$ cat src/rtl/rst_seq_pkg.sv
// Shared types and helpers for the power-up / reset sequencer.
package rst_seq_pkg;

  localparam int CNT_W = 24;

  typedef enum logic [2:0] {
    WAIT_LOCK   = 3'd0,
    LOCK_STABLE = 3'd1,
    HRAM_RESET  = 3'd2,
    HRAM_PWRUP  = 3'd3,
    CTRL_INIT   = 3'd4,
    CPU_DELAY   = 3'd5,
    RUN         = 3'd6,
    FAULT       = 3'd7
  } state_t;

  function automatic longint unsigned us_to_cycles(input longint unsigned freq_hz,
                                                   input longint unsigned us);
    return (freq_hz / 64'd1000000) * us;
  endfunction

endpackage

$ cat src/rtl/rst_seq_sync.sv
// N-flop bit synchronizer, asynchronous active-low reset to 0.
module rst_seq_sync #(
  parameter int unsigned STAGES = 2
) (
  input  logic clk_i,
  input  logic rstn_i,
  input  logic d_i,
  output logic q_o
);

  if (STAGES < 2) begin : g_bad_stages
    $error("rst_seq_sync: STAGES must be at least 2");
  end

  logic [STAGES-1:0] sync_q;

  always_ff @(posedge clk_i or negedge rstn_i) begin
    if (!rstn_i) sync_q <= '0;
    else         sync_q <= {sync_q[STAGES-2:0], d_i};
  end

  assign q_o = sync_q[STAGES-1];

endmodule

$ cat src/rtl/rst_sequencer.sv
// Qualifies PLL lock, then releases HyperRAM device, HyperRAM controller and CPU
// resets in order. Sole reset source for the clk_i domain.
module rst_sequencer
  import rst_seq_pkg::*;
#(
  parameter int unsigned CLK_FREQ_HZ         = 54000000,
  parameter int unsigned LOCK_STABLE_CYCLES  = 1024,
  parameter int unsigned HRAM_RST_CYCLES     = 16,
  parameter int unsigned HRAM_PWRUP_US       = 150,
  parameter int unsigned INIT_TIMEOUT_CYCLES = 65536,
  parameter int unsigned CPU_DELAY_CYCLES    = 16,
  parameter int unsigned SYNC_STAGES         = 2
) (
  input  logic       clk_i,
  input  logic       rstn_i,
  input  logic       pll_lock_i,
  input  logic       hram_init_done_i,
  output logic       hram_rstn_o,
  output logic       hram_ctrl_rstn_o,
  output logic       cpu_rstn_o,
  output logic       ready_o,
  output logic       fault_o,
  output logic [2:0] state_o
);

  localparam longint unsigned PWRUP_CYCLES = us_to_cycles(CLK_FREQ_HZ, HRAM_PWRUP_US);
  localparam longint unsigned CNT_SPAN     = 64'd1 << CNT_W;

  if (LOCK_STABLE_CYCLES < 1 || longint'(LOCK_STABLE_CYCLES) > CNT_SPAN ||
      HRAM_RST_CYCLES < 1 || longint'(HRAM_RST_CYCLES) > CNT_SPAN ||
      PWRUP_CYCLES < 1 || PWRUP_CYCLES > CNT_SPAN ||
      INIT_TIMEOUT_CYCLES < 1 || longint'(INIT_TIMEOUT_CYCLES) > CNT_SPAN ||
      CPU_DELAY_CYCLES < 1 || longint'(CPU_DELAY_CYCLES) > CNT_SPAN) begin : g_bad_load
    $error("rst_sequencer: a counter load is outside 0 .. 2**CNT_W-1");
  end

  localparam logic [CNT_W-1:0] LD_LOCK  = CNT_W'(LOCK_STABLE_CYCLES - 1);
  localparam logic [CNT_W-1:0] LD_HRST  = CNT_W'(HRAM_RST_CYCLES - 1);
  localparam logic [CNT_W-1:0] LD_PWRUP = CNT_W'(PWRUP_CYCLES - 1);
  localparam logic [CNT_W-1:0] LD_INIT  = CNT_W'(INIT_TIMEOUT_CYCLES - 1);
  localparam logic [CNT_W-1:0] LD_CPU   = CNT_W'(CPU_DELAY_CYCLES - 1);

  logic lock_s;

  rst_seq_sync #(.STAGES(SYNC_STAGES)) u_lock_sync (
    .clk_i  (clk_i),
    .rstn_i (rstn_i),
    .d_i    (pll_lock_i),
    .q_o    (lock_s)
  );

  state_t           state_q, state_d;
  logic [CNT_W-1:0] cnt_q, cnt_d;
  logic             hram_rstn_d, ctrl_rstn_d, cpu_rstn_d, ready_d, fault_d;

  always_ff @(posedge clk_i or negedge rstn_i) begin
    if (!rstn_i) begin
      state_q          <= WAIT_LOCK;
      cnt_q            <= '0;
      hram_rstn_o      <= 1'b0;
      hram_ctrl_rstn_o <= 1'b0;
      cpu_rstn_o       <= 1'b0;
      ready_o          <= 1'b0;
      fault_o          <= 1'b0;
    end else begin
      state_q          <= state_d;
      cnt_q            <= cnt_d;
      hram_rstn_o      <= hram_rstn_d;
      hram_ctrl_rstn_o <= ctrl_rstn_d;
      cpu_rstn_o       <= cpu_rstn_d;
      ready_o          <= ready_d;
      fault_o          <= fault_d;
    end
  end

  assign state_o = state_q;

  always_comb begin
    state_d = state_q;
    cnt_d   = cnt_q - 1'b1;

    case (state_q)
      WAIT_LOCK: begin
        cnt_d = cnt_q;
        if (lock_s) begin
          state_d = LOCK_STABLE;
          cnt_d   = LD_LOCK;
        end
      end
      LOCK_STABLE: if (cnt_q == '0) begin
        state_d = HRAM_RESET;
        cnt_d   = LD_HRST;
      end
      HRAM_RESET: if (cnt_q == '0) begin
        state_d = HRAM_PWRUP;
        cnt_d   = LD_PWRUP;
      end
      HRAM_PWRUP: if (cnt_q == '0) begin
        state_d = CTRL_INIT;
        cnt_d   = LD_INIT;
      end
      CTRL_INIT: begin
        // init done takes priority over a coincident timeout
        if (hram_init_done_i) begin
          state_d = CPU_DELAY;
          cnt_d   = LD_CPU;
        end else if (cnt_q == '0) begin
          state_d = FAULT;
        end
      end
      CPU_DELAY: if (cnt_q == '0) state_d = RUN;
      RUN:       cnt_d = cnt_q;
      FAULT:     cnt_d = cnt_q;
    endcase

    // Lock loss overrides every sequencing state; FAULT only leaves on rstn_i
    if (!lock_s && state_q inside {LOCK_STABLE, HRAM_RESET, HRAM_PWRUP,
                                   CTRL_INIT, CPU_DELAY, RUN}) begin
      state_d = WAIT_LOCK;
      cnt_d   = '0;
    end

    hram_rstn_d = state_d inside {HRAM_PWRUP, CTRL_INIT, CPU_DELAY, RUN, FAULT};
    ctrl_rstn_d = state_d inside {CTRL_INIT, CPU_DELAY, RUN};
    cpu_rstn_d  = (state_d == RUN);
    ready_d     = (state_d == RUN);
    fault_d     = (state_d == FAULT);
  end

endmodule

$ cat config.mk
export PLATFORM = sky130hd
export DESIGN_NAME = rst_sequencer
export DESIGN_NICKNAME = d
export VERILOG_FILES = /design/src/rtl/rst_seq_pkg.sv /design/src/rtl/rst_seq_sync.sv /design/src/rtl/rst_sequencer.sv
export SDC_FILE = /design/constraint.sdc
export NUM_CORES = 1
export LEC_CHECK = 0
export BUFFER_PORTS_ARGS = -buffer_cell sky130_fd_sc_hd__buf_2
export CORE_MARGIN = 8
export CORE_UTILIZATION = 45
export CTS_BUF_LIST = sky130_fd_sc_hd__clkbuf_16
export CTS_CLUSTER_DIAMETER = 40
export DETAILED_ROUTE_END_ITERATION = 7
export SYNTH_ARGS = -nofsm -noshare
export SYNTH_HDL_FRONTEND = slang
export SYNTH_HIERARCHICAL = 1
export SYNTH_SLANG_ARGS = --single-unit
$ cat constraint.sdc
create_clock -name clk_i -period 6.5 [get_ports clk_i]
set_input_delay 0.975 -clock clk_i [delete_from_list [all_inputs] [get_ports clk_i]]
set_output_delay 0.975 -clock clk_i [all_outputs]
set_load 0.005 [all_outputs]
After elaboration in Yosys (flattened, before gate mapping)

Cells that the tools add are included.

$add $sub $neg: 1
Eq/ne operators: 14
Muxes and demuxes: 16
Reductions and logical operators: 9

Operators by type and width:

| operator                | count |
|---|---|
| $mux W24                | 6 |
| $pmux W24 S6            | 1 |
| $eq A3 B3 Y1 const B    | 8 |
| $logic_not A24 Y1       | 1 |
| $mux W3                 | 8 |
| $sub A24 B1 Y24 const B | 1 |
| $pmux W3 S6             | 1 |
| $eq A3 B2 Y1 const B    | 3 |
| $reduce_bool A6 Y1      | 1 |
| $reduce_bool A5 Y1      | 1 |
| $eq A3 B1 Y1 const B    | 1 |
| $logic_not A3 Y1        | 1 |
| $ne A3 B2 Y1 const B    | 1 |
| $reduce_bool A3 Y1      | 1 |
| $ne A2 B1 Y1 const B    | 1 |
| $reduce_and A2 Y1       | 1 |
| $reduce_or A2 Y1        | 1 |
| $logic_and A1 B1 Y1     | 1 |
| $logic_not A1 Y1        | 1 |

Register bits: 33
Input port bits: 4
Word-level logic and storage cells: 47

Depth between registers and ports, before layout

Depth after elaboration: 7
Depth in mapped cells: 8

Cells and area by module

The synthesis kept the hierarchy.

Modules (own cells, without submodules):

| module        | times used | cells each | area each (µm²) | seq. area each (µm²) |
|---|---|---|---|---|
| rst_sequencer | 1          | 244        | 2154.6          | 775.7 |
| rst_seq_sync  | 1          | 2          | 50.0            | 50.0 |

Worst setup path after synthesis

OpenSTA, ideal clock, no wires.

Kind: flip-flop to flip-flop
From: reg cnt_q[0]
To: reg fault_o
Library setup time: 0.077 ns
Arrival time: 2.234 ns
Slack: 4.189 ns
Stages on the path, launching flop included: 9
Buffers on the path: 1
Period minus slack after synthesis: 2.311 ns
Cell sequence: dfrtp_1 > inv_1 > ha_1 > nor3b_1 > and4_1 > buf_6 > nand2_4 > or4_1 > a21oi_1

Longest elaborated chain between the ends: 6
Elaborated cells on any way between the ends: 10
Those cells by class: eq/ne (1); mux (8); reduce/logical (1)

RTL lines:

| item                     | line                 | source |
|---|---|---|
| start: declaration       | rst_sequencer.sv:53  | `logic [CNT_W-1:0] cnt_q, cnt_d;` |
| start signal: assignment | rst_sequencer.sv:67  | `cnt_q <= cnt_d;` |
| $logic_not A24 Y1 *      | -                    |  |
| $mux W3                  | rst_sequencer.sv:107 | `end else if (cnt_q == '0) begin` |
| $mux W3                  | rst_sequencer.sv:104 | `if (hram_init_done_i) begin` |
| $pmux W3 S6 *            | rst_sequencer.sv:82  | `case (state_q)` |
| $mux W3 *                | rst_sequencer.sv:117 | `if (!lock_s && state_q inside {LOCK_STABLE, HRAM_RESET, HRAM_PWRUP,` |
| $eq A3 B3 Y1 *           | rst_sequencer.sv:127 | `fault_d = (state_d == FAULT);` |
| named net fault_d        | rst_sequencer.sv:54  | `logic hram_rstn_d, ctrl_rstn_d, cpu_rstn_d, ready_d, fault_d;` |
| end signal: assignment   | rst_sequencer.sv:72  | `fault_o <= fault_d;` |
| end: declaration         | rst_sequencer.sv:22  | `output logic fault_o,` |

Mark *: on every way through the listed nets, which the timed path passes. The rest lies on a longest branch.
A chain may end at the register's enable or synchronous reset.

Worst setup path in the final report

From: reg cnt_q[0]
To: reg cnt_q[20]

Longest elaborated chain between the ends: 4
Elaborated cells on any way between the ends: 8
Those cells by class: add/sub (1); mux (6); reduce/logical (1)

RTL lines:

| item                                                 | line |
|---|---|
| $sub A24 B1 Y24 or $logic_not A24 Y1 (tied branches) | - |
| $mux W24, on equally long branches                   | - |
| $pmux W24 S6 *                                       | rst_sequencer.sv:82 |
| $mux W24 *                                           | rst_sequencer.sv:117 |

Mark *: on every way between the ends. The rest lies on a longest branch, timed or not.

==> flow_metrics.env <==
export IMPL_fin_crit_sh_pct=45.6
export IMPL_nets=255
export IMPL_pwr_share_comb_pct=15.9
export IMPL_synth_edf_count=0
export IMPL_outcome="completed"
export IMPL_max_vdd_ir_drop_mv=0.144
export IMPL_cts_hold_buffers_added=0
export IMPL_skew_ps=3.96
export IMPL_cts_setup_buffers=0
export IMPL_pwr_share_seq_pct=44.7
export IMPL_first_global_vias=1926
export IMPL_crit_start="cnt_q[0]"
export IMPL_internal_power_uw=394
export IMPL_cp_endpoint="cnt_q[20]"
export IMPL_endpoint_kind="flop"
export IMPL_grt_usage_pct=16.1
export IMPL_ff2ff_path_depth=7
export IMPL_register_area_um2=826
export IMPL_via_per_inst=6.36
export IMPL_fillerInstances=468
export IMPL_tightest_slew_ps=868
export IMPL_finalHoldViolations=0
export IMPL_globalplace_congestion=0.878
export IMPL_dp_hpwl_um=3950
export IMPL_fmaxAchievable_mhz=337
export IMPL_yosys_warnings=6
export IMPL_cp_data_arrival_time_ps=3130
export IMPL_synth_net_count=251
export IMPL_cts_tree="done"
export IMPL_mostFrequentLayoutCells="33 x dfrtp_1, 22 x nor2_1, 19 x a21oi_1, 15 x nand2_1, 12 x nand3_1"
export IMPL_drt_pass1_iterations=5
export IMPL_p_per_area_mw_per_mm2=235
export IMPL_clkTransAtPathRegs_ps=50
export IMPL_worstSkewPairLatency_ps=280
export IMPL_post_drt_wl_per_cell_um=17.8
export IMPL_n_antenna_cell=0
export IMPL_drv_slew=0
export IMPL_cp_start_kind="flop"
export IMPL_cts_buffers_inserted=5
export IMPL_finalSetupViolCount=0
export IMPL_grt_max_degree=34
export IMPL_drc_errors=0
export IMPL_die_h_um=86.0
export IMPL_relSlewSlack_pct=41.5
export IMPL_coreArea_mm2=0.00472
export IMPL_via_count=2022
export IMPL_setup_tns_ps=0
export IMPL_async_flop_share_pct=100
export IMPL_ys_types=58
export IMPL_io_buffers=11
export IMPL_drtIter0Drc=225
export IMPL_sw_frac_of_total_pct=29.2
export IMPL_reg2reg_slack_ps=3540
export IMPL_cts_htree_levels=2
export IMPL_die_x_um=86.0
export IMPL_final_layout_size_suffix_gt1_share_pct=12.4
export IMPL_grt_pass1_wl_um=9600
export IMPL_hold_slack_ps=347
export IMPL_ioPinCount=12
export IMPL_pwr_share_clk_pct=39.4
export IMPL_synth_area_mm2=0.00220
export IMPL_antenna_found_initial=0
export IMPL_critical_path_class="reg2reg"
export IMPL_synth_avg_cell_area_um2=8.96
export IMPL_area_growth_pct=7.49
export IMPL_row_count=25
export IMPL_grt_overflow=0
export IMPL_antenna_left=0
export IMPL_cts_resized=0
export IMPL_cts_root_buf="clkbuf_16"
export IMPL_ys_ff_latch=33
export IMPL_die_area_mm2=0.00740
export IMPL_critPathRequiredTime_ps=6660
export IMPL_p_leak_uw=0.000982
export IMPL_netSwitchingPower_uw=162
export IMPL_hp_class="reg2reg"
export IMPL_clock_sinks=33
export IMPL_drv_cap=0
export IMPL_r2r_end="cnt_q[20]"
export IMPL_min_period_ps=2960
export IMPL_r2r_start="cnt_q[0]"
export IMPL_worstPathMaxFanout=11
export IMPL_multi_input_area_mm2=0.00123
export IMPL_drt_wl_total_um=5650
export IMPL_clockBufferDepth=2
export IMPL_syn_inst=246
export IMPL_layout_commonest_cell="dfrtp_1"
export IMPL_start_util_pct=46.7
export IMPL_synth_ff_type="dfrtp_1"
export IMPL_rsz0062_at_grt="false"
export IMPL_ys_seq_area_share_pct=37.5
## state kept, by name (all words and copies together) (netlist names)
name / count
hram_rstn_o: 1
fault_o: 1
u_lock_sync/sync_q: 2
hram_ctrl_rstn_o: 1
ready_o: 1
cnt_q: 24
state_o: 3
## power groups by stage
| stage | sequential [uW] | combinational, uW | clock [uW] |
|---|---|---|---|
| after floorplan | 237 | 77.1 | 0 |
| after global placement | 251 | 87.9 | 0 |
| after detailed placement | 251 | 87.6 | 0 |
| after CTS | 247 | 88.5 | 224 |
| after global routing | 251 | 99.0 | 233 |
| final | 248 | 88.3 | 219 |
## logic make-up (layout without fill, tap and decap cells)
group,Yosys count,in the layout,share of synthesized area [%]
compound gates,85,85,26.2
xor+xnor,3,3,1.19
fa+ha+maj,1,1,0.567
buf+inv,22,27,6.53
flops,33,33,37.5
mux,4,4,1.82
simple gates,98,98,26.2
## area by class of cell
cell class,count,area share (%)
clock buffers,5,5.28
clock inverters,3,0.475
inverters,7,1.11
multi-input cells,191,52.1
flip-flops and latches,33,34.8
well taps,67,3.54
repair buffers,12,2.64
## worst min path at each step
stage / startpoint / endpoint / slack (ps) / depth (start not counted)
final: u_lock_sync/sync_q[0] / u_lock_sync/sync_q[1] / 350 / 0
after global placement: u_lock_sync/sync_q[0] / u_lock_sync/sync_q[1] / 330 / 0
after detailed placement: u_lock_sync/sync_q[0] / u_lock_sync/sync_q[1] / 340 / 0
after global routing: u_lock_sync/sync_q[0] / u_lock_sync/sync_q[1] / 350 / 0
after CTS: u_lock_sync/sync_q[0] / u_lock_sync/sync_q[1] / 350 / 0
after floorplan: u_lock_sync/sync_q[0] / u_lock_sync/sync_q[1] / 330 / 0
## layer usage
metal	GRT usage (%)	up-vias	wire [um]
met5	0	-	0
met4	7.17	0	111
met3	3.44	9	271
met2	24.1	63	2610
met1	21.5	986	2670
li1	-	964	-
## worst max-delay path, cell delays in order (launching register included)
cell,delay (ps)
dfrtp_1,390
inv_1,100
ha_1,200
nor3b_1,650
nand4_1,420
nor3_2,640
o31ai_1,180
a22o_1,260
## stage by stage
step	instances	cell area [um^2]	utilization, %	total power, uW	worst slack [ps]
final	318	2370	50.2	556	3540
after global routing	318	2370	50.2	583	3140
after CTS	318	2370	50.2	560	3540
after detailed placement	310	2230	47.3	339	3540
after global placement	310	2230	47.3	339	3670
after floorplan	246	2200	-	314	4190
## cells in the mapped netlist (2+ instances only)
cell / instances / area share, %
dfrtp_1: 33 / 37
nor2_1: 22 / 3.7
a21oi_1: 19 / 4.3
nand2_1: 15 / 2.6
nand3_1: 12 / 2.7
o21ai_0: 11 / 2.5
nor4_1: 9 / 2.6
o31ai_1: 9 / 3.1
nor3_1: 8 / 1.8
buf_6: 7 / 3.6
inv_1: 6 / 1.0
o22ai_1: 6 / 1.7
or4_1: 6 / 2.0
a31oi_1: 5 / 1.4
clkbuf_1: 5 / 0.85
a21o_1: 4 / 1.4
a22o_1: 4 / 1.6
mux2i_1: 4 / 1.8
o211ai_1: 4 / 1.4
a211o_1: 3 / 1.2
a21boi_0: 3 / 1.0
nand4_1: 3 / 0.85
or3_1: 3 / 0.85
a221o_1: 2 / 0.91
buf_4: 2 / 0.68
nand4b_1: 2 / 0.79
nor2b_1: 2 / 0.57
nor3b_1: 2 / 0.68
nor4_4: 2 / 1.9
o221ai_1: 2 / 0.79
or2_2: 2 / 0.57
or4_4: 2 / 1.0
xor2_1: 2 / 0.79
No activity file was read; power rests on OpenSTA's default activity.
